## src/rtl/audipus_spi_pkg.sv

```systemverilog
`default_nettype none
// ============================================================================
//  Module   : audipus_spi_pkg
//  Purpose  : Shared constants for the SPI register arbiter: register-map
//             addresses, register-file geometry, default widths and FSM
//             state encodings.
//  Revision : 1.0  initial release
// ============================================================================
package audipus_spi_pkg;

    // Default interface widths
    localparam int DEF_ADDR_W   = 7;
    localparam int DEF_DATA_W   = 8;

    // Register-file geometry: 16 entries, addressed by the low 4 address bits
    localparam int NUM_REGS     = 16;
    localparam int REG_IDX_W    = 4;

    // Address map
    localparam int CFG_BASE     = 'h00;   // 0x00-0x0F read/write config
    localparam int STAT_BASE    = 'h10;   // 0x10-0x1F read-only status
    localparam int ERR_CLR_ADDR = 'h7E;   // write clears err_count, reads 0
    localparam int ERR_ADDR     = 'h7F;   // err_count, read-only

    // Arbiter state encoding
    localparam int         STATE_W    = 2;
    localparam logic [1:0] ST_IDLE    = 2'd0;
    localparam logic [1:0] ST_SPI_ACC = 2'd1;
    localparam logic [1:0] ST_INT_ACC = 2'd2;

endpackage : audipus_spi_pkg
`default_nettype wire

```

## src/rtl/spi_reg_file.sv

```systemverilog
`default_nettype none
// ============================================================================
//  Module   : spi_reg_file
//  Purpose  : 16 x DATA_W configuration storage with one write port and a
//             flat output bus (entry k at bits [DATA_W*k +: DATA_W]).
//  Ports    : clk, rst      - clock, asynchronous active-high reset
//             i_we          - write enable
//             i_idx         - entry index
//             i_wdata       - write data
//             o_regs        - flat register contents
//  Revision : 1.0  initial release
// ============================================================================
module spi_reg_file
    import audipus_spi_pkg::*;
#(
    parameter int DATA_W = DEF_DATA_W
) (
    input  logic                       clk,
    input  logic                       rst,
    input  logic                       i_we,
    input  logic [REG_IDX_W-1:0]       i_idx,
    input  logic [DATA_W-1:0]          i_wdata,
    output logic [NUM_REGS*DATA_W-1:0] o_regs
);

    generate
        for (genvar k = 0; k < NUM_REGS; k++) begin : g_regs
            logic [DATA_W-1:0] r_reg;

            always_ff @(posedge clk or posedge rst) begin
                if (rst) begin
                    r_reg <= '0;
                end else if (i_we && (i_idx == REG_IDX_W'(k))) begin
                    r_reg <= i_wdata;
                end
            end

            assign o_regs[k*DATA_W +: DATA_W] = r_reg;
        end
    endgenerate

endmodule : spi_reg_file
`default_nettype wire

```

## src/rtl/spi_reg_arbiter.sv

```systemverilog
`default_nettype none
// ============================================================================
//  Module   : spi_reg_arbiter
//  Purpose  : Arbitrates a register map between an SPI slave front end and
//             an internal requester. SPI strobes are captured in a one-deep
//             pending slot and always win over the internal request. Exactly
//             one register access is performed per SPI_ACC / INT_ACC cycle.
//  Ports    : clk, reset        - clock, asynchronous active-high reset
//             spi_addr/..._stb  - SPI request (write wins if both strobes)
//             spi_read_data     - registered SPI read result
//             int_req/we/addr/wdata, int_gnt, int_rdata, int_rvalid
//                               - internal requester handshake
//             cfg_regs          - flat configuration registers
//             status_in         - flat read-only status bytes
//             err_count         - saturating access-error counter
//  Revision : 1.0  initial release
// ============================================================================
module spi_reg_arbiter
    import audipus_spi_pkg::*;
#(
    parameter int ADDR_W = DEF_ADDR_W,
    parameter int DATA_W = DEF_DATA_W
) (
    input  logic                       clk,
    input  logic                       reset,
    // SPI side
    input  logic [ADDR_W-1:0]          spi_addr,
    input  logic                       spi_write_stb,
    input  logic [DATA_W-1:0]          spi_write_data,
    input  logic                       spi_read_stb,
    output logic [DATA_W-1:0]          spi_read_data,
    // Internal requester
    input  logic                       int_req,
    input  logic                       int_we,
    input  logic [ADDR_W-1:0]          int_addr,
    input  logic [DATA_W-1:0]          int_wdata,
    output logic                       int_gnt,
    output logic [DATA_W-1:0]          int_rdata,
    output logic                       int_rvalid,
    // Register map
    output logic [NUM_REGS*DATA_W-1:0] cfg_regs,
    input  logic [NUM_REGS*DATA_W-1:0] status_in,
    output logic [DATA_W-1:0]          err_count
);

    localparam int HI_W = ADDR_W - REG_IDX_W;

    // ------------------------------------------------------------------
    // State and pending SPI slot
    // ------------------------------------------------------------------
    logic [STATE_W-1:0] r_state;
    logic [STATE_W-1:0] w_state_nxt;

    logic               r_pend_valid;
    logic               r_pend_we;
    logic [ADDR_W-1:0]  r_pend_addr;
    logic [DATA_W-1:0]  r_pend_wdata;

    logic               w_spi_stb;
    logic               w_pend_nxt_valid;
    logic               w_int_req_eff;

    assign w_spi_stb = spi_write_stb | spi_read_stb;

    // A strobe in any state loads the slot; SPI_ACC consumes it unless a new
    // strobe reloads it in that same cycle.
    always_ff @(posedge clk or posedge reset) begin
        if (reset) begin
            r_pend_valid <= 1'b0;
            r_pend_we    <= 1'b0;
            r_pend_addr  <= '0;
            r_pend_wdata <= '0;
        end else if (w_spi_stb) begin
            r_pend_valid <= 1'b1;
            r_pend_we    <= spi_write_stb;
            r_pend_addr  <= spi_addr;
            r_pend_wdata <= spi_write_data;
        end else if (r_state == ST_SPI_ACC) begin
            r_pend_valid <= 1'b0;
        end
    end

    // Slot occupancy as it will be at the start of the next cycle.
    assign w_pend_nxt_valid = w_spi_stb | (r_pend_valid & (r_state != ST_SPI_ACC));

    // The int_req seen during INT_ACC is the one being granted right now;
    // only a request still high after the grant counts as a new one.
    assign w_int_req_eff = int_req & (r_state != ST_INT_ACC);

    always_comb begin
        w_state_nxt = ST_IDLE;
        if (w_pend_nxt_valid) begin
            w_state_nxt = ST_SPI_ACC;
        end else if (w_int_req_eff) begin
            w_state_nxt = ST_INT_ACC;
        end
    end

    always_ff @(posedge clk or posedge reset) begin
        if (reset) begin
            r_state <= ST_IDLE;
        end else begin
            r_state <= w_state_nxt;
        end
    end

    // ------------------------------------------------------------------
    // Access multiplexer: one access per active cycle
    // ------------------------------------------------------------------
    logic               w_acc_en;
    logic               w_acc_we;
    logic [ADDR_W-1:0]  w_acc_addr;
    logic [DATA_W-1:0]  w_acc_wdata;

    always_comb begin
        w_acc_en    = 1'b0;
        w_acc_we    = 1'b0;
        w_acc_addr  = '0;
        w_acc_wdata = '0;
        case (r_state)
            ST_SPI_ACC: begin
                w_acc_en    = 1'b1;
                w_acc_we    = r_pend_we;
                w_acc_addr  = r_pend_addr;
                w_acc_wdata = r_pend_wdata;
            end
            ST_INT_ACC: begin
                w_acc_en    = 1'b1;
                w_acc_we    = int_we;
                w_acc_addr  = int_addr;
                w_acc_wdata = int_wdata;
            end
            default: begin
                w_acc_en    = 1'b0;
            end
        endcase
    end

    // ------------------------------------------------------------------
    // Address decode
    // ------------------------------------------------------------------
    logic                 w_is_cfg;
    logic                 w_is_stat;
    logic                 w_is_err_clr;
    logic                 w_is_err;
    logic [REG_IDX_W-1:0] w_idx;

    assign w_idx        = w_acc_addr[REG_IDX_W-1:0];
    assign w_is_cfg     = (w_acc_addr[ADDR_W-1:REG_IDX_W] == HI_W'(CFG_BASE  >> REG_IDX_W));
    assign w_is_stat    = (w_acc_addr[ADDR_W-1:REG_IDX_W] == HI_W'(STAT_BASE >> REG_IDX_W));
    assign w_is_err_clr = (w_acc_addr == ADDR_W'(ERR_CLR_ADDR));
    assign w_is_err     = (w_acc_addr == ADDR_W'(ERR_ADDR));

    // ------------------------------------------------------------------
    // Register file
    // ------------------------------------------------------------------
    logic w_cfg_we;

    assign w_cfg_we = w_acc_en & w_acc_we & w_is_cfg;

    spi_reg_file #(
        .DATA_W  (DATA_W)
    ) u_reg_file (
        .clk     (clk),
        .rst     (reset),
        .i_we    (w_cfg_we),
        .i_idx   (w_idx),
        .i_wdata (w_acc_wdata),
        .o_regs  (cfg_regs)
    );

    // ------------------------------------------------------------------
    // Read data mux (err_count is read before this cycle's update)
    // ------------------------------------------------------------------
    logic [NUM_REGS-1:0][DATA_W-1:0] w_cfg_arr;
    logic [NUM_REGS-1:0][DATA_W-1:0] w_stat_arr;
    logic [DATA_W-1:0]               w_rdata;

    assign w_cfg_arr  = cfg_regs;
    assign w_stat_arr = status_in;

    always_comb begin
        w_rdata = '0;
        if (w_is_cfg) begin
            w_rdata = w_cfg_arr[w_idx];
        end else if (w_is_stat) begin
            w_rdata = w_stat_arr[w_idx];
        end else if (w_is_err) begin
            w_rdata = err_count;
        end
    end

    // ------------------------------------------------------------------
    // Error counter
    // ------------------------------------------------------------------
    logic w_err_clr;
    logic w_err_inc;

    assign w_err_clr = w_acc_en & w_acc_we & w_is_err_clr;
    assign w_err_inc = w_acc_en & w_acc_we & ~w_is_cfg & ~w_is_err_clr;

    logic [DATA_W-1:0] r_err_count;

    always_ff @(posedge clk or posedge reset) begin
        if (reset) begin
            r_err_count <= '0;
        end else if (w_err_clr) begin
            r_err_count <= '0;
        end else if (w_err_inc && (r_err_count != {DATA_W{1'b1}})) begin
            r_err_count <= r_err_count + 1'b1;
        end
    end

    assign err_count = r_err_count;

    // ------------------------------------------------------------------
    // Read results
    // ------------------------------------------------------------------
    logic [DATA_W-1:0] r_spi_rdata;
    logic [DATA_W-1:0] r_int_rdata;
    logic              r_int_rvalid;
    logic              w_int_rd;

    assign w_int_rd = (r_state == ST_INT_ACC) & ~int_we;

    always_ff @(posedge clk or posedge reset) begin
        if (reset) begin
            r_spi_rdata <= '0;
        end else if ((r_state == ST_SPI_ACC) && !r_pend_we) begin
            r_spi_rdata <= w_rdata;
        end
    end

    always_ff @(posedge clk or posedge reset) begin
        if (reset) begin
            r_int_rdata  <= '0;
            r_int_rvalid <= 1'b0;
        end else begin
            r_int_rvalid <= w_int_rd;
            if (w_int_rd) begin
                r_int_rdata <= w_rdata;
            end
        end
    end

    assign spi_read_data = r_spi_rdata;
    assign int_rdata     = r_int_rdata;
    assign int_rvalid    = r_int_rvalid;
    assign int_gnt       = (r_state == ST_INT_ACC);

endmodule : spi_reg_arbiter
`default_nettype wire

```

## config.mk

```make
export PLATFORM = sky130hd
export DESIGN_NAME = spi_reg_arbiter
export DESIGN_NICKNAME = d
export VERILOG_FILES = /design/src/rtl/audipus_spi_pkg.sv /design/src/rtl/spi_reg_file.sv /design/src/rtl/spi_reg_arbiter.sv
export SDC_FILE = /design/constraint.sdc
export NUM_CORES = 1
export LEC_CHECK = 0
export BUFFER_PORTS_ARGS = -buffer_cell sky130_fd_sc_hd__clkbuf_2
export CAP_MARGIN = 20
export CORE_ASPECT_RATIO = 1.75
export CORE_UTILIZATION = 25
export CTS_BUF_LIST = sky130_fd_sc_hd__clkbuf_4
export CTS_CLUSTER_DIAMETER = 30
export CTS_CLUSTER_SIZE = 20
export DETAILED_ROUTE_END_ITERATION = 10
export PLACE_DENSITY = 0.43
export SYNTH_ARGS = -nofsm -noshare
export SYNTH_HDL_FRONTEND = slang
export SYNTH_SLANG_ARGS = --single-unit
```

## constraint.sdc

```tcl
create_clock -name clk -period 9.2 [get_ports clk]
set_input_delay 0.46 -clock clk [delete_from_list [all_inputs] [get_ports clk]]
set_output_delay 0.46 -clock clk [all_outputs]
set_load 0.02 [all_outputs]
```

== Word-level counts from Yosys, hierarchy flattened ==
Cells that the tools add are included.
Word-level totals
  register bits: 172
  bits of input ports: 164
  output and inout bits: 154
  word-level logic and storage cells: 104
Operators by class
  $add $sub $neg: 1
  order comparisons: 1
  eq/ne operators: 23
  muxes and demuxes: 17
  bitwise gates (word level): 13
  reduce and logical (&&, ||, !) cells: 24
Operators with widths (count)
  $bmux 8 s4: 2
  $mux 8: 7
  $eq 4x4->1 const B: 8
  $logic_and 1x1->1: 18
  $eq 4x3->1 const B: 4
  $pmux 8 s2: 1
  $eq 7x7->1 const B: 2
  $pmux 7 s2: 1
  $add 8x1->8 const B: 1
  $and 1x1->1: 8
  $eq 4x2->1 const B: 2
  $ne 8x8->1 const B: 1
  $lt 4x5->1 const B: 1
  $eq 4x1->1 const B: 1
  $logic_not 4->1: 1
  $mux 2: 2
  $reduce_bool 2->1: 2
  $eq 3x1->1 const B: 1
  $logic_not 3->1: 1
  $mux 1: 3
  $not 1->1: 3
  $eq 2x1->1 const B: 1
  $eq 2x2->1 const B: 1
  $ne 2x1->1 const B: 1
  5 further kinds: 6

== Longest topological paths before layout ==
Gate-level depths: netlist (run 1).
  word-level depth: 9
  gate-level depth with buffers: 12
  depth with buffers taken out: 9

== By module ==
From an unflattened synthesis (run 1), not the netlist that was laid out.
Unflattened totals
  cell total of the unflattened synthesis: 937
  area, all modules: 9638.0 um2
Modules (own cells, without submodules)
  spi_reg_file: instances 1, cells an instance 295, area each 4865.9 um2, seq. area each 3203.1 um2
  spi_reg_arbiter: instances 1, cells an instance 642, area each 4772.1 um2, seq. area each 1101.1 um2

== Least setup slack after synthesis (run 1) ==
OpenSTA, ideal clock, no wires.
  path type: flip-flop to flip-flop
  start: register r_state[0]
  end: register r_spi_rdata[1], in the netlist spi_read_data[1]
  library setup time: 0.130 ns
  arrival: 2.338 ns
  data required time: 9.070 ns
  path slack: 6.733 ns
  stages on the path, launching flop included: 10
  path buffers: 0
  clock period less this slack: 2.467 ns
  path through: dfrtp_1 > inv_1 > ha_1 > a22o_1 > mux2_1 > a222oi_1 > o32ai_1 > o31a_1 > a311oi_2 > o21ai_1
Between the ends
  cells in the longest elaborated chain, start to end: 6
  elaborated cells between the ends (all ways): 14
  classes of those cells: 4 x eq/ne; 8 x mux; 2 x reduce/logical
Ends and longest elaborated chain
  start, declared: RTL line spi_reg_arbiter.sv:51  | logic [STATE_W-1:0] r_state;
  start signal, assigned: RTL line spi_reg_arbiter.sv:103  | r_state <= w_state_nxt;
  $eq 2x2->1 (*)
  net int_gnt: RTL line spi_reg_arbiter.sv:37  | output logic int_gnt,
  $pmux 7 s2 (*): RTL line spi_reg_arbiter.sv:120  | case (r_state)
  $bmux 8 s4 / $eq 7x7->1 (equally long branches): RTL line spi_reg_arbiter.sv:187, spi_reg_arbiter.sv:152
  $mux 8 (on tied branches): RTL line spi_reg_arbiter.sv:187, spi_reg_arbiter.sv:188
  $mux 8: RTL line spi_reg_arbiter.sv:186  | end else if (w_is_stat) begin
  $mux 8 (*): RTL line spi_reg_arbiter.sv:184  | if (w_is_cfg) begin
  end signal, assigned: RTL line spi_reg_arbiter.sv:230  | r_spi_rdata <= w_rdata;
  end, declared: RTL line spi_reg_arbiter.sv:219  | logic [DATA_W-1:0] r_spi_rdata;
Mark *: on every way through the listed nets, which the timed path passes. The rest lies on a longest branch. The select of a mux whose other input is x is not followed.
A chain may end at the register's enable or synchronous reset.

== Worst setup path in the final report (run 1) ==
  start: register r_state[1]
  end: register r_int_rdata[5], in the netlist int_rdata[5]
Between the ends
  cells in the longest elaborated chain, start to end: 6
  elaborated cells between the ends (all ways): 14
  classes of those cells: 4 x eq/ne; 8 x mux; 1 x bitwise; 1 x reduce/logical
Ends and longest elaborated chain
  $eq 2x2->1 / $eq 2x1->1 (equally long branches): RTL line spi_reg_arbiter.sv:120, spi_reg_arbiter.sv:224
  $pmux 7 s2: RTL line spi_reg_arbiter.sv:120
  $bmux 8 s4 / $eq 7x7->1 (equally long branches): RTL line spi_reg_arbiter.sv:187, spi_reg_arbiter.sv:152
  $mux 8 (on tied branches): RTL line spi_reg_arbiter.sv:187, spi_reg_arbiter.sv:188
  $mux 8: RTL line spi_reg_arbiter.sv:186
  $mux 8: RTL line spi_reg_arbiter.sv:184
  end signal, assigned: RTL line spi_reg_arbiter.sv:241  | r_int_rdata <= w_rdata;
  end, declared: RTL line spi_reg_arbiter.sv:220  | logic [DATA_W-1:0] r_int_rdata;
Parallel ways exist; a longest one is shown, timed or not. The select of a mux whose other input is x is not followed.

==> metrics.log, run 1 <==
[metrics] result of the run: finished, violations left
[metrics] violations in the final reports: negative hold slack
[metrics] switching portion of total power: 44.3%
[metrics] XOR/XNOR Fraction of Synth Area: 0.592%
[metrics] number of detailed-route iterations in the first pass: 5
[metrics] master cell of the clock root buffer: sky130_fd_sc_hd__clkbuf_4
[metrics] critical path peak fanout: 58
[metrics] starting utilization of the core area: roughly a quarter
[metrics] Detailed Place HPWL: just over 30 mm
[metrics] number of buffers added by the clock tree synthesis step: 17
[metrics] global-route wire length before repair: 59.6 mm
[metrics] I/O pins: roughly 320
[metrics] Max Fclk: 237 MHz
[metrics] power per cell area: 222 nW/um^2
[metrics] post-CTS resize count: 0
[metrics] Port Buf Inserts: 317
[metrics] max reg flops: 128
[metrics] vias in the first global route: 8854
[metrics] final count of pins violating max slew: 0
[metrics] Area Growth Syn to Fin: 25.6%
[metrics] yosys synthesis warning count: 0
[metrics] Seq/Total Area, Yosys: 48.5%
[metrics] Pint: between 0.001 and 0.0015 W
[metrics] total DRC errors in the routed layout: 0
[metrics] most used cells in the layout excluding fill and tap cells: sky130_fd_sc_hd__clkbuf_2 (317), sky130_fd_sc_hd__nand2_1 (264), sky130_fd_sc_hd__dfrtp_1 (172)
[metrics] average instance area after synthesis: 8.77 um^2
[metrics] unrepaired setup endpoints after global routing: no
[metrics] GR Overflow Total: 0
[metrics] Gate power share: between 30% and 40%
[metrics] number of endpoints failing setup at the final stage: 0
[metrics] post-synthesis cell type count: 57
[metrics] worst rel slew slack: 29.9%
[metrics] clock network fraction of design power: approximately a fifth
[metrics] P_leak: 5.17 nW
[metrics] detailed-route wire length per cell: 23.8 um
[metrics] total count of hold-check failures in the final report: 1
[metrics] cell area after synthesis: 8880 um^2
[metrics] total track usage: 23.3%
[metrics] detailed-route vias per instance: just over 5
[metrics] count of routing violations after the opening detailed-route iteration: 421
[metrics] multiplexer area fraction after synthesis: 3.33%
[metrics] compound-gate portion of the synthesized area: 24.2%
[metrics] Post-Place Setup Slack: between 4 and 5 ns
[metrics] Worst Hold Slack: -0.00115 ns
[metrics] post-synthesis async set-or-reset flop share: 100%
[metrics] most common cell after layout, fill and taps aside: sky130_fd_sc_hd__clkbuf_2
[metrics] classification of the worst-slack hold path: in2async
[metrics] data arrival time at the worst-slack endpoint: about 4.7 ns
[metrics] initial antenna violation count: 2
[metrics] area enclosed by the die boundary: 36300 um^2
[metrics] measured slew at the worst slew-check pin: around 1.1 ns
[metrics] number of setup buffers added after CTS: 0
[metrics] net switching power figure: 0.00109 W
[metrics] remaining antenna violation count: 0
[metrics] clock slew seen by the registers of the worst setup and hold paths: 0.15 ns
[metrics] number of synthesized flops with an enable pin: 0
[metrics] flops & latches, synth: 172
[metrics] insertion delay to the later sink of the worst-skew pair: approximately 0.64 ns
[metrics] most instantiated flip-flop cell in the synthesis netlist: sky130_fd_sc_hd__dfrtp_1
[metrics] post-synthesis share of cell area spent on and, or, nand and nor gates: 18.4%
[metrics] fin crit share: 45.9%
[metrics] pin count of the biggest net entering global routing: 99
[metrics] total of fill cells in the finished design: 3902
[metrics] post-synthesis net count: 1179
[metrics] Total Power: 0.00247 W
[metrics] gate count after technology mapping: 1012
[metrics] max-cap viol count: 0
[metrics] gpl congestion: about 0.85
[metrics] final critical delay including setup and external delays: 4.22 ns
[metrics] number of hold buffers added after cts: 1
[metrics] buffers from clock root to sink, at most: 2
[metrics] count of nets after finishing: 1446
[metrics] Std-Cell Core Area: around 35000 um^2
[metrics] Startpoint Class: flip-flop
[metrics] # clock sinks: 172
[metrics] category of the most critical setup path: reg2reg
[metrics] dominant combinational cell family by area after synthesis: compound AO/OA/AOI/OAI gates
[metrics] worst-case setup margin in the final layout: 4.98 ns
[metrics] share of total power in sequential cells: 44.4%
[metrics] worst path required time: 9.71 ns
[metrics] detailed-route wire length: 41.8 mm
[metrics] vias: 9001
[metrics] DIE HEIGHT: 251 um
[metrics] H-tree level count: 4
[metrics] total negative setup slack: 0 ns
[metrics] CTS tree: done
[metrics] number of core rows: 91
[metrics] Post-Synth Adder-Cell Area: less than 1%
[metrics] sort of element at the end of the critical path: flip-flop
[metrics] Die W: between 100 and 150 um
[metrics] fraction of final layout cells sized beyond drive strength 1: a little under a third
[metrics] Worst Clk Skew: 0.0235 ns
[metrics] peak supply drop: 0.0000771 V
## worst max-delay path, stage by stage (launching register included)
cell                       delay (ns)
sky130_fd_sc_hd__dfrtp_1         0.40
sky130_fd_sc_hd__inv_1           0.06
sky130_fd_sc_hd__ha_1            0.72
sky130_fd_sc_hd__a22o_2          0.27
sky130_fd_sc_hd__buf_4           0.60
sky130_fd_sc_hd__nand3_1         0.72
sky130_fd_sc_hd__o221ai_1        0.50
sky130_fd_sc_hd__o22ai_1         0.13
sky130_fd_sc_hd__o31a_1          0.26
sky130_fd_sc_hd__a221oi_1        0.29
sky130_fd_sc_hd__o21ai_0         0.12
## synthesized netlist by cell type (3+ instances only)
cell type | count | share of area (%)
sky130_fd_sc_hd__inv_1 | 7 | 0.30
sky130_fd_sc_hd__mux2i_1 | 10 | 1.1
sky130_fd_sc_hd__a22oi_1 | 6 | 0.51
sky130_fd_sc_hd__o22ai_1 | 4 | 0.28
sky130_fd_sc_hd__a2bb2oi_1 | 4 | 0.39
sky130_fd_sc_hd__a21oi_1 | 20 | 1.1
sky130_fd_sc_hd__buf_1 | 8 | 0.34
sky130_fd_sc_hd__a41oi_1 | 5 | 0.49
sky130_fd_sc_hd__a221o_1 | 3 | 0.34
sky130_fd_sc_hd__a21o_1 | 3 | 0.25
sky130_fd_sc_hd__buf_2 | 35 | 2.0
sky130_fd_sc_hd__o21ai_0 | 146 | 8.2
sky130_fd_sc_hd__a22o_1 | 12 | 1.2
sky130_fd_sc_hd__o221ai_1 | 47 | 4.6
sky130_fd_sc_hd__mux2_2 | 15 | 1.9
sky130_fd_sc_hd__ha_1 | 3 | 0.42
sky130_fd_sc_hd__dfrtp_1 | 172 | 48
sky130_fd_sc_hd__nor3_1 | 39 | 2.2
sky130_fd_sc_hd__o21ai_1 | 3 | 0.17
sky130_fd_sc_hd__nand2_1 | 264 | 11
sky130_fd_sc_hd__and3_1 | 17 | 1.2
sky130_fd_sc_hd__a31oi_1 | 38 | 2.7
sky130_fd_sc_hd__o31a_1 | 3 | 0.30
sky130_fd_sc_hd__a221oi_1 | 3 | 0.30
sky130_fd_sc_hd__nand4_1 | 7 | 0.49
sky130_fd_sc_hd__nor2_1 | 16 | 0.68
sky130_fd_sc_hd__o21a_1 | 4 | 0.34
sky130_fd_sc_hd__xor2_1 | 5 | 0.49
sky130_fd_sc_hd__clkbuf_1 | 37 | 1.6
sky130_fd_sc_hd__nand3_1 | 25 | 1.4
sky130_fd_sc_hd__buf_4 | 3 | 0.25
sky130_fd_sc_hd__nor3_2 | 3 | 0.34
sky130_fd_sc_hd__o211ai_1 | 16 | 1.4
## worst paths after layout
kind,startpoint,endpoint,slack (ns),cells after the start
setup reg to reg,r_state[1],int_rdata[5],4.98,10
hold reg to reg,int_rdata[7],int_rdata[7],0.51,2
hold / removal,reset,u_reg_file.g_regs[8].r_reg[6],-0.001,2
setup / recovery,r_state[1],int_rdata[5],4.98,10
max in group asynchronous,reset,u_reg_file.g_regs[10].r_reg[1],8.02,4
min in group clk,spi_write_data[2],r_pend_wdata[2],0.05,2
## per-stage QoR
stage          hold WS (ns)  cells  utilization [%]  area, um^2
4_1_cts             0.00238   1755             31.7       11100
6_report           -0.00115   1758             31.8       11100
3_5_place_dp          0.483   1722             30.8       10800
3_3_place_gp          0.479   1722             30.8       10800
5_1_grt             0.00335   1758             31.8       11100
2_1_floorplan         0.480   1012                -        8880
## cell families after synthesis
| logic type | after synthesis |
|---|---|
| buf+inv | 92 |
| compound gates | 332 |
| xor+xnor | 6 |
| simple gates | 380 |
| flops | 172 |
| fa+ha+maj | 3 |
| mux | 27 |
## power groups by stage
stage | Clock [W] | Combinational (W) | Sequential (W)
finish | 0.000484 | 0.000889 | 0.00110
global route | 0.000527 | 0.000968 | 0.00111
CTS | 0.000497 | 0.000899 | 0.00110
detailed placement | 0 | 0.000896 | 0.00112
global placement | 0 | 0.000897 | 0.00111
floorplan | 0 | 0.000344 | 0.00122
## final cells by class
cell class	instances	area, um^2	area share, %
Antenna cell	1	2.50	0.0224
Clock buffer	18	135	1.21
Clock inverter	14	171	1.54
Inverter	8	35.0	0.314
Multi-Input combinational cell	748	4200	37.6
Sequential cell	172	4300	38.6
Tap cell	465	582	5.22
Timing Repair Buffer	332	1720	15.5
## layer usage
metal,share of wire (%),vias up,track usage [%],wire length (um)
met2,53,326,42.2,22300
met5,0.031,-,0,13
met4,4.0,2,10.3,1680
li1,-,4215,-,-
met3,5.3,57,4.57,2230
met1,37,4401,25.7,15600
Power figures use the tool's default switching activity.
==> inputs of run 2 (changes only) <==
==> constraint.sdc (replaced) <==
create_clock -name clk -period 4.3 [get_ports clk]
set_input_delay 0.215 -clock clk [delete_from_list [all_inputs] [get_ports clk]]
set_output_delay 0.215 -clock clk [all_outputs]
set_load 0.02 [all_outputs]
==> metrics.log, run 2 (synthesis gave the netlist of run 1 again) <==
[metrics] Max Fclk: 277 MHz (+17%)
[metrics] number of core rows: 91 (unchanged)
[metrics] post-CTS resize count: 0 (unchanged)
[metrics] Port Buf Inserts: 317 (unchanged)
[metrics] count of nets after finishing: 1473 (+1.9%)
[metrics] detailed-route wire length: 41.7 mm (-0.31%)
[metrics] library cell appearing most often on the critical path: sky130_fd_sc_hd__o211ai_1
[metrics] total count of hold-check failures in the final report: 0 (-1)
[metrics] buffers from clock root to sink, at most: 2 (unchanged)
[metrics] most common cell after layout, fill and taps aside: sky130_fd_sc_hd__clkbuf_2
[metrics] CTS tree: done
[metrics] category of the most critical setup path: reg2reg
[metrics] total track usage: 23.5% (+0.18 points)
[metrics] remaining antenna violation count: 0 (unchanged)
[metrics] master cell of the clock root buffer: sky130_fd_sc_hd__clkbuf_4
[metrics] peak supply drop: 0.000188 V (+140%)
[metrics] count of routing violations after the opening detailed-route iteration: 563 (+34%)
[metrics] detailed-route wire length per cell: 23.3 um (-1.8%)
[metrics] area enclosed by the die boundary: 36300 um^2 (unchanged)
[metrics] total DRC errors in the routed layout: 0 (unchanged)
[metrics] Std-Cell Core Area: 35100 um^2 (unchanged)
[metrics] number of detailed-route iterations in the first pass: 6 (+1)
[metrics] H-tree level count: 4 (unchanged)
[metrics] Die W: 144 um (unchanged)
[metrics] data arrival time at the worst-slack endpoint: 4.14 ns (-0.59 ns)
[metrics] I/O pins: 318 (unchanged)
[metrics] starting utilization of the core area: 25.3% (unchanged)
[metrics] critical path peak fanout: 25 (-57%)
[metrics] final standard cell count with taps included and fillers excluded: 1785 (+1.5%)
[metrics] insertion delay to the later sink of the worst-skew pair: 0.63 ns (about the same)
[metrics] area post-placement: 10900 um^2 (+0.92%)
[metrics] post-route cell area: 11400 um^2 (+2.3%)
[metrics] worst rel slew slack: 28.3% (-1.5 points)
[metrics] clock slew seen by the registers of the worst setup and hold paths: 0.16 ns (about the same)
[metrics] max-cap viol count: 0 (unchanged)
[metrics] sort of element at the end of the critical path: flip-flop
[metrics] Worst Clk Skew: 0.0228 ns (-0.000632 ns)
[metrics] gpl congestion: 0.873 (+3.1%)
[metrics] Worst Hold Slack: 0.123 ns (+0.124 ns)
[metrics] number of buffers added by the clock tree synthesis step: 17 (unchanged)
[metrics] max reg flops: 128 (unchanged)
[metrics] fraction of final layout cells sized beyond drive strength 1: 30.3% (-0.17 points)
[metrics] Worst Path Buf+Inv: 1 (-1)
[metrics] worst path required time: 4.83 ns (-4.88 ns)
[metrics] number of placed instances with taps included: 1732 (+0.58%)
[metrics] number of setup buffers added after CTS: 0 (unchanged)
[metrics] total negative setup slack: 0 ns (unchanged)
[metrics] crit-path max cell delay: 0.77 ns (+0.05 ns)
[metrics] power per cell area: 469 nW/um^2 (+110%)
[metrics] final critical delay including setup and external delays: 3.61 ns (-0.614 ns)
[metrics] unrepaired setup endpoints after global routing: no
[metrics] pin count of the biggest net entering global routing: 100 (+1.0%)
[metrics] worst path cell trace: inv_1, ha_1, o21ai_0, a21oi_4, a2bb2oi_1, o211ai_1, a41oi_1, a21oi_1, o211ai_1
[metrics] result of the run: finished, final reports clean
[metrics] Startpoint Class: flip-flop
[metrics] global-route wire length before repair: 60.5 mm (+1.4%)
[metrics] slowest CP cell: sky130_fd_sc_hd__ha_1
[metrics] P_leak: 5.31 nW (+2.6%)
[metrics] vias in the first global route: 9020 (+1.9%)
[metrics] Largest delay share family, worst path: compound AO/OA/AOI/OAI gates
[metrics] DIE HEIGHT: 251 um (unchanged)
[metrics] classification of the worst-slack hold path: in2reg
[metrics] detailed-route vias per instance: 5.12 (about the same)
[metrics] measured slew at the worst slew-check pin: 1.07 ns (+0.0231 ns)
[metrics] Detailed Place HPWL: 31.8 mm (+2.3%)
[metrics] initial antenna violation count: 1 (-1)
[metrics] number of endpoints failing setup at the final stage: 0 (unchanged)
[metrics] fin crit share: 83.9% (+38 points)
[metrics] Area Growth Syn to Fin: 28.5%
[metrics] most used cells in the layout excluding fill and tap cells: sky130_fd_sc_hd__clkbuf_2 (317), sky130_fd_sc_hd__nand2_1 (264), sky130_fd_sc_hd__dfrtp_1 (172)
[metrics] # clock sinks: 172 (unchanged)
[metrics] final count of pins violating max slew: 0 (unchanged)
[metrics] GR Overflow Total: 0 (unchanged)
[metrics] vias: 9132 (+1.5%)
==> run 2: cell types whose count changed in the layout (fill, tap and decap cells not counted), sizes merged <==
cell / previous run / this run
bufinv: 3 / 4
clkinvlp: 5 / 2
dlygate4sd3: 2 / 20
buf: 13 / 22
inv: 8 / 6
clkbuf: 335 / 336
clkinv: 6 / 9
==> run 2: final timing paths <==
| kind | from | slack, ns | cells after the start | endpoint |
|---|---|---|---|---|
| worst max register to register | r_state[1] | 0.69 | 9 | spi_read_data[2] |
| worst min register to register | int_rdata[7] | 0.51 | 2 | int_rdata[7] |
| worst min-delay path | status_in[109] | 0.12 | 5 | int_rdata[5] |
| worst max-delay path | r_state[1] | 0.69 | 9 | spi_read_data[2] |
| max in group asynchronous | reset | 3.01 | 4 | u_reg_file.g_regs[9].r_reg[2] |
| min in group asynchronous | reset | 0.14 | 3 | int_rdata[5] |
==> run 2: repair_timing <==
action	CTS	global route
hold buffers	20	0
endpoints found under the hold margin	32	0
setup endpoints to repair	0	0
==> run 2: cell type report <==
cell class / count / area [um^2]
Inverter: 8 / 33.8
Fill cell: 3852 / 23700
Multi-Input combinational cell: 748 / 4200
Timing Repair Buffer: 359 / 1980
Antenna cell: 1 / 2.50
Clock inverter: 13 / 174
Tap cell: 465 / 582
Clock buffer: 19 / 143
Sequential cell: 172 / 4300
==> run 2: worst register-to-register path, cell delays in order (launching register included) <==
cell	delay [ns]
sky130_fd_sc_hd__dfrtp_1	0.41
sky130_fd_sc_hd__inv_1	0.07
sky130_fd_sc_hd__ha_1	0.77
sky130_fd_sc_hd__o21ai_0	0.41
sky130_fd_sc_hd__a21oi_4	0.65
sky130_fd_sc_hd__a2bb2oi_1	0.21
sky130_fd_sc_hd__o211ai_1	0.24
sky130_fd_sc_hd__a41oi_1	0.46
sky130_fd_sc_hd__a21oi_1	0.10
sky130_fd_sc_hd__o211ai_1	0.19
==> run 2: metrics by stage <==
step	total power, W	utilization, %	worst slack (ns)
after floorplan	0.00334	-	1.83
after global placement	0.00430	31.1	0.827
after detailed placement	0.00432	31.1	0.750
after CTS	0.00541	32.5	0.747
after global routing	0.00566	32.5	0.418
final	0.00535	32.5	0.691
==> run 2: power by group <==
group / leakage [nW] / internal, W / total (W) / switching [W]
logic: 2.85 / 0.000615 / 0.00191 / 0.00130
registers: 2.29 / 0.00194 / 0.00236 / 0.000415
clock network: 0.167 / 0.000468 / 0.00107 / 0.000606
==> run 2: per-layer routing <==
layer,vias up,track usage (%),share of wire (%)
met5,-,0,0
met4,0,10.2,3.9
met3,61,3.79,4.6
met2,339,42.2,53
met1,4458,26.7,39
li1,4274,-,-
==> inputs of run 3 (changes only) <==
--- a/config.mk
+++ b/config.mk
@@ -13,7 +13,7 @@
 export CTS_CLUSTER_DIAMETER = 30
 export CTS_CLUSTER_SIZE = 20
 export DETAILED_ROUTE_END_ITERATION = 10
-export PLACE_DENSITY = 0.43
+export PLACE_DENSITY = 0.45
 export SYNTH_ARGS = -nofsm -noshare
 export SYNTH_HDL_FRONTEND = slang
 export SYNTH_SLANG_ARGS = --single-unit
==> constraint.sdc (replaced) <==
create_clock -name clk -period 3.3 [get_ports clk]
set_input_delay 0.165 -clock clk [delete_from_list [all_inputs] [get_ports clk]]
set_output_delay 0.165 -clock clk [all_outputs]
set_load 0.02 [all_outputs]
==> metrics.log, run 3 (synthesis gave the netlist of run 1 again) <==
[metrics] Crit Reg-Reg Startpoint: r_state[1]
[metrics] Worst Clk Skew: 0.0249 ns (+0.00207 ns)
[metrics] area enclosed by the die boundary: 36300 um^2 (unchanged)
[metrics] number of core rows: 91 (unchanged)
[metrics] peak supply drop: 0.000234 V (+25%)
[metrics] clock network fraction of design power: 20.7% (+0.6 points)
[metrics] Area Growth Syn to Fin: 31.7%
[metrics] gpl congestion: 0.883 (+1.2%)
[metrics] setup slack of the worst register-to-register path: 0.31 ns (-0.38 ns)
[metrics] total DRC errors in the routed layout: 0 (unchanged)
[metrics] vias: 9117 (-0.16%)
[metrics] initial antenna violation count: 1 (unchanged)
[metrics] # clock sinks: 172 (unchanged)
[metrics] data arrival time at the worst-slack endpoint: 3.51 ns (-0.63 ns)
[metrics] final critical delay including setup and external delays: 2.99 ns (-0.616 ns)
[metrics] critical path peak fanout: 11 (-56%)
[metrics] count of nets after finishing: 1498 (+1.7%)
[metrics] worst rel slew slack: 53.3% (+25 points)
[metrics] Critical Path Source: r_state[1]
[metrics] Post-Place Setup Slack: 0.337 ns (-0.412 ns)
[metrics] CTS tree: done
[metrics] number of endpoints failing setup at the final stage: 0 (unchanged)
[metrics] Pint: 0.00408 W (+35%)
[metrics] GR Overflow Total: 0 (unchanged)
[metrics] clock slew seen by the registers of the worst setup and hold paths: 0.15 ns (about the same)
[metrics] crit-path max cell delay: 0.43 ns (-0.34 ns)
[metrics] number of hold buffers added after cts: 20 (unchanged)
[metrics] result of the run: finished, final reports clean
[metrics] worst path required time: 3.81 ns (-1.02 ns)
[metrics] Hold Crit Start: status_in[77]
[metrics] slowest CP cell: sky130_fd_sc_hd__a22o_2
[metrics] Die W: 144 um (unchanged)
[metrics] Port Buf Inserts: 317 (unchanged)
[metrics] DIE HEIGHT: 251 um (unchanged)
[metrics] r2r worst-path depth: 9 (unchanged)
[metrics] final count of pins violating max slew: 0 (unchanged)
[metrics] measured slew at the worst slew-check pin: 0.700 ns (-0.374 ns)
[metrics] master cell of the clock root buffer: sky130_fd_sc_hd__clkbuf_4
[metrics] number of setup buffers added after CTS: 0 (unchanged)
[metrics] Startpoint Class: flip-flop
[metrics] switching portion of total power: 42.4% (-0.95 points)
[metrics] total track usage: 22.7% (-0.71 points)
[metrics] most common cell after layout, fill and taps aside: sky130_fd_sc_hd__clkbuf_2
[metrics] fin crit share: 90.7% (+6.8 points)
[metrics] share of total power in sequential cells: 43.1% (-1.0 points)
[metrics] I/O pins: 318 (unchanged)
[metrics] unrepaired setup endpoints after global routing: no
[metrics] global-route wire length before repair: 58.4 mm (-3.4%)
[metrics] P_leak: 5.46 nW (+2.9%)
[metrics] remaining antenna violation count: 0 (unchanged)
[metrics] sort of element at the end of the critical path: flip-flop
[metrics] post-route cell area: 11700 um^2 (+2.5%)
[metrics] end-of-flow core utilization: 33.3% (+0.80 points)
[metrics] total negative setup slack: 0 ns (unchanged)
[metrics] max-cap viol count: 0 (unchanged)
[metrics] classification of the worst-slack hold path: in2reg
[metrics] post-CTS resize count: 0 (unchanged)
[metrics] power per cell area: 607 nW/um^2 (+30%)
[metrics] vias in the first global route: 8752 (-3.0%)
[metrics] most used cells in the layout excluding fill and tap cells: sky130_fd_sc_hd__clkbuf_2 (317), sky130_fd_sc_hd__nand2_1 (264), sky130_fd_sc_hd__dfrtp_1 (172)
[metrics] category of the most critical setup path: reg2reg
[metrics] WHS Path Cells: 5 (unchanged)
[metrics] critical register-to-register path endpoint: spi_read_data[1]
[metrics] area post-placement: 11100 um^2 (+2.0%)
[metrics] worst path cell trace: inv_1, ha_1, a22o_2, mux2_1, a222oi_1, o32ai_1, o31a_1, a311oi_2, o21ai_1
[metrics] Detailed Place HPWL: 32.0 mm (+0.40%)
[metrics] net switching power figure: 0.00301 W (+30%)
[metrics] fraction of final layout cells sized beyond drive strength 1: 31.7% (+1.4 points)
[metrics] H-tree level count: 4 (unchanged)
[metrics] max reg flops: 128 (unchanged)
[metrics] hold endpoint: spi_read_data[5]
[metrics] number of detailed-route iterations in the first pass: 5 (-1)
[metrics] insertion delay to the later sink of the worst-skew pair: 0.63 ns (about the same)
[metrics] buffers from clock root to sink, at most: 2 (unchanged)
[metrics] detailed-route vias per instance: 5.04 (-1.5%)
[metrics] number of buffers added by the clock tree synthesis step: 17 (unchanged)
[metrics] detailed-route wire length: 41.0 mm (-1.6%)
[metrics] starting utilization of the core area: 25.3% (unchanged)
[metrics] total count of hold-check failures in the final report: 0 (unchanged)
[metrics] detailed-route wire length per cell: 22.7 um (-3.0%)
[metrics] worst-case setup margin in the final layout: 0.307 ns (-0.384 ns)
[metrics] count of routing violations after the opening detailed-route iteration: 488 (-13%)
[metrics] Gate power share: 36.2% (+0.4 points)
[metrics] Total Power: 0.00710 W (+33%)
[metrics] pin count of the biggest net entering global routing: 63 (-37%)
[metrics] Max Fclk: 334 MHz (+21%)
[metrics] Std-Cell Core Area: 35100 um^2 (unchanged)
==> run 3: changes by cell type in the layout (fill, tap and decap cells not counted) <==
cell,change
sky130_fd_sc_hd__buf_4,+19
sky130_fd_sc_hd__clkbuf_4,+1
sky130_fd_sc_hd__clkinv_2,+1
sky130_fd_sc_hd__clkinv_1,-3
sky130_fd_sc_hd__clkinvlp_4,+2
sky130_fd_sc_hd__dlygate4sd3_1,+1
sky130_fd_sc_hd__bufinv_16,+1
sky130_fd_sc_hd__buf_12,+5
sky130_fd_sc_hd__clkinv_4,-2
==> run 3: metrics by stage <==
stage | std cells | hold WS [ns]
2_1_floorplan | 1012 | 0.257
3_3_place_gp | 1755 | 0.364
3_5_place_dp | 1755 | 0.369
4_1_cts | 1807 | 0.0208
5_1_grt | 1810 | 0.0963
6_report | 1810 | 0.0594
==> run 3: power by group through the flow <==
stage	combinational, W	sequential (W)	clock [W]
floorplan	0.000959	0.00339	0
global placement	0.00256	0.00312	0
detailed placement	0.00258	0.00311	0
CTS	0.00260	0.00307	0.00152
global route	0.00278	0.00311	0.00158
finish	0.00257	0.00306	0.00147
==> run 3: worst max path at each step <==
stage | end | cells after the start
3_5_place_dp | spi_read_data[1] | 9
2_1_floorplan | spi_read_data[1] | 9
3_3_place_gp | spi_read_data[1] | 9
4_1_cts | spi_read_data[1] | 9
6_report | spi_read_data[1] | 9
5_1_grt | spi_read_data[7] | 10
==> run 3: area by class of cell <==
cell class | instances | area [um^2]
Fill cell | 3780 | 23400
Inverter | 8 | 33.8
Multi-Input combinational cell | 748 | 4200
Clock buffer | 20 | 150
Sequential cell | 172 | 4300
Tap cell | 465 | 582
Antenna cell | 1 | 2.50
Clock inverter | 12 | 195
Timing Repair Buffer | 384 | 2230
==> run 3: critical path, delay by kind of cell (launching register included) <==
kind	cells	cell delay, ns
compound gates	6	1.71
flops	1	0.41
mux	1	0.38
fa+ha+maj	1	0.34
buf+inv	1	0.06
==> run 3: routing by layer <==
layer	part of all wire (%)	up-vias	track usage, %
met5	0	-	0
met2	52	367	40.4
met1	38	4352	25.7
met3	5.1	73	3.60
li1	-	4325	-
met4	5.0	0	11.8
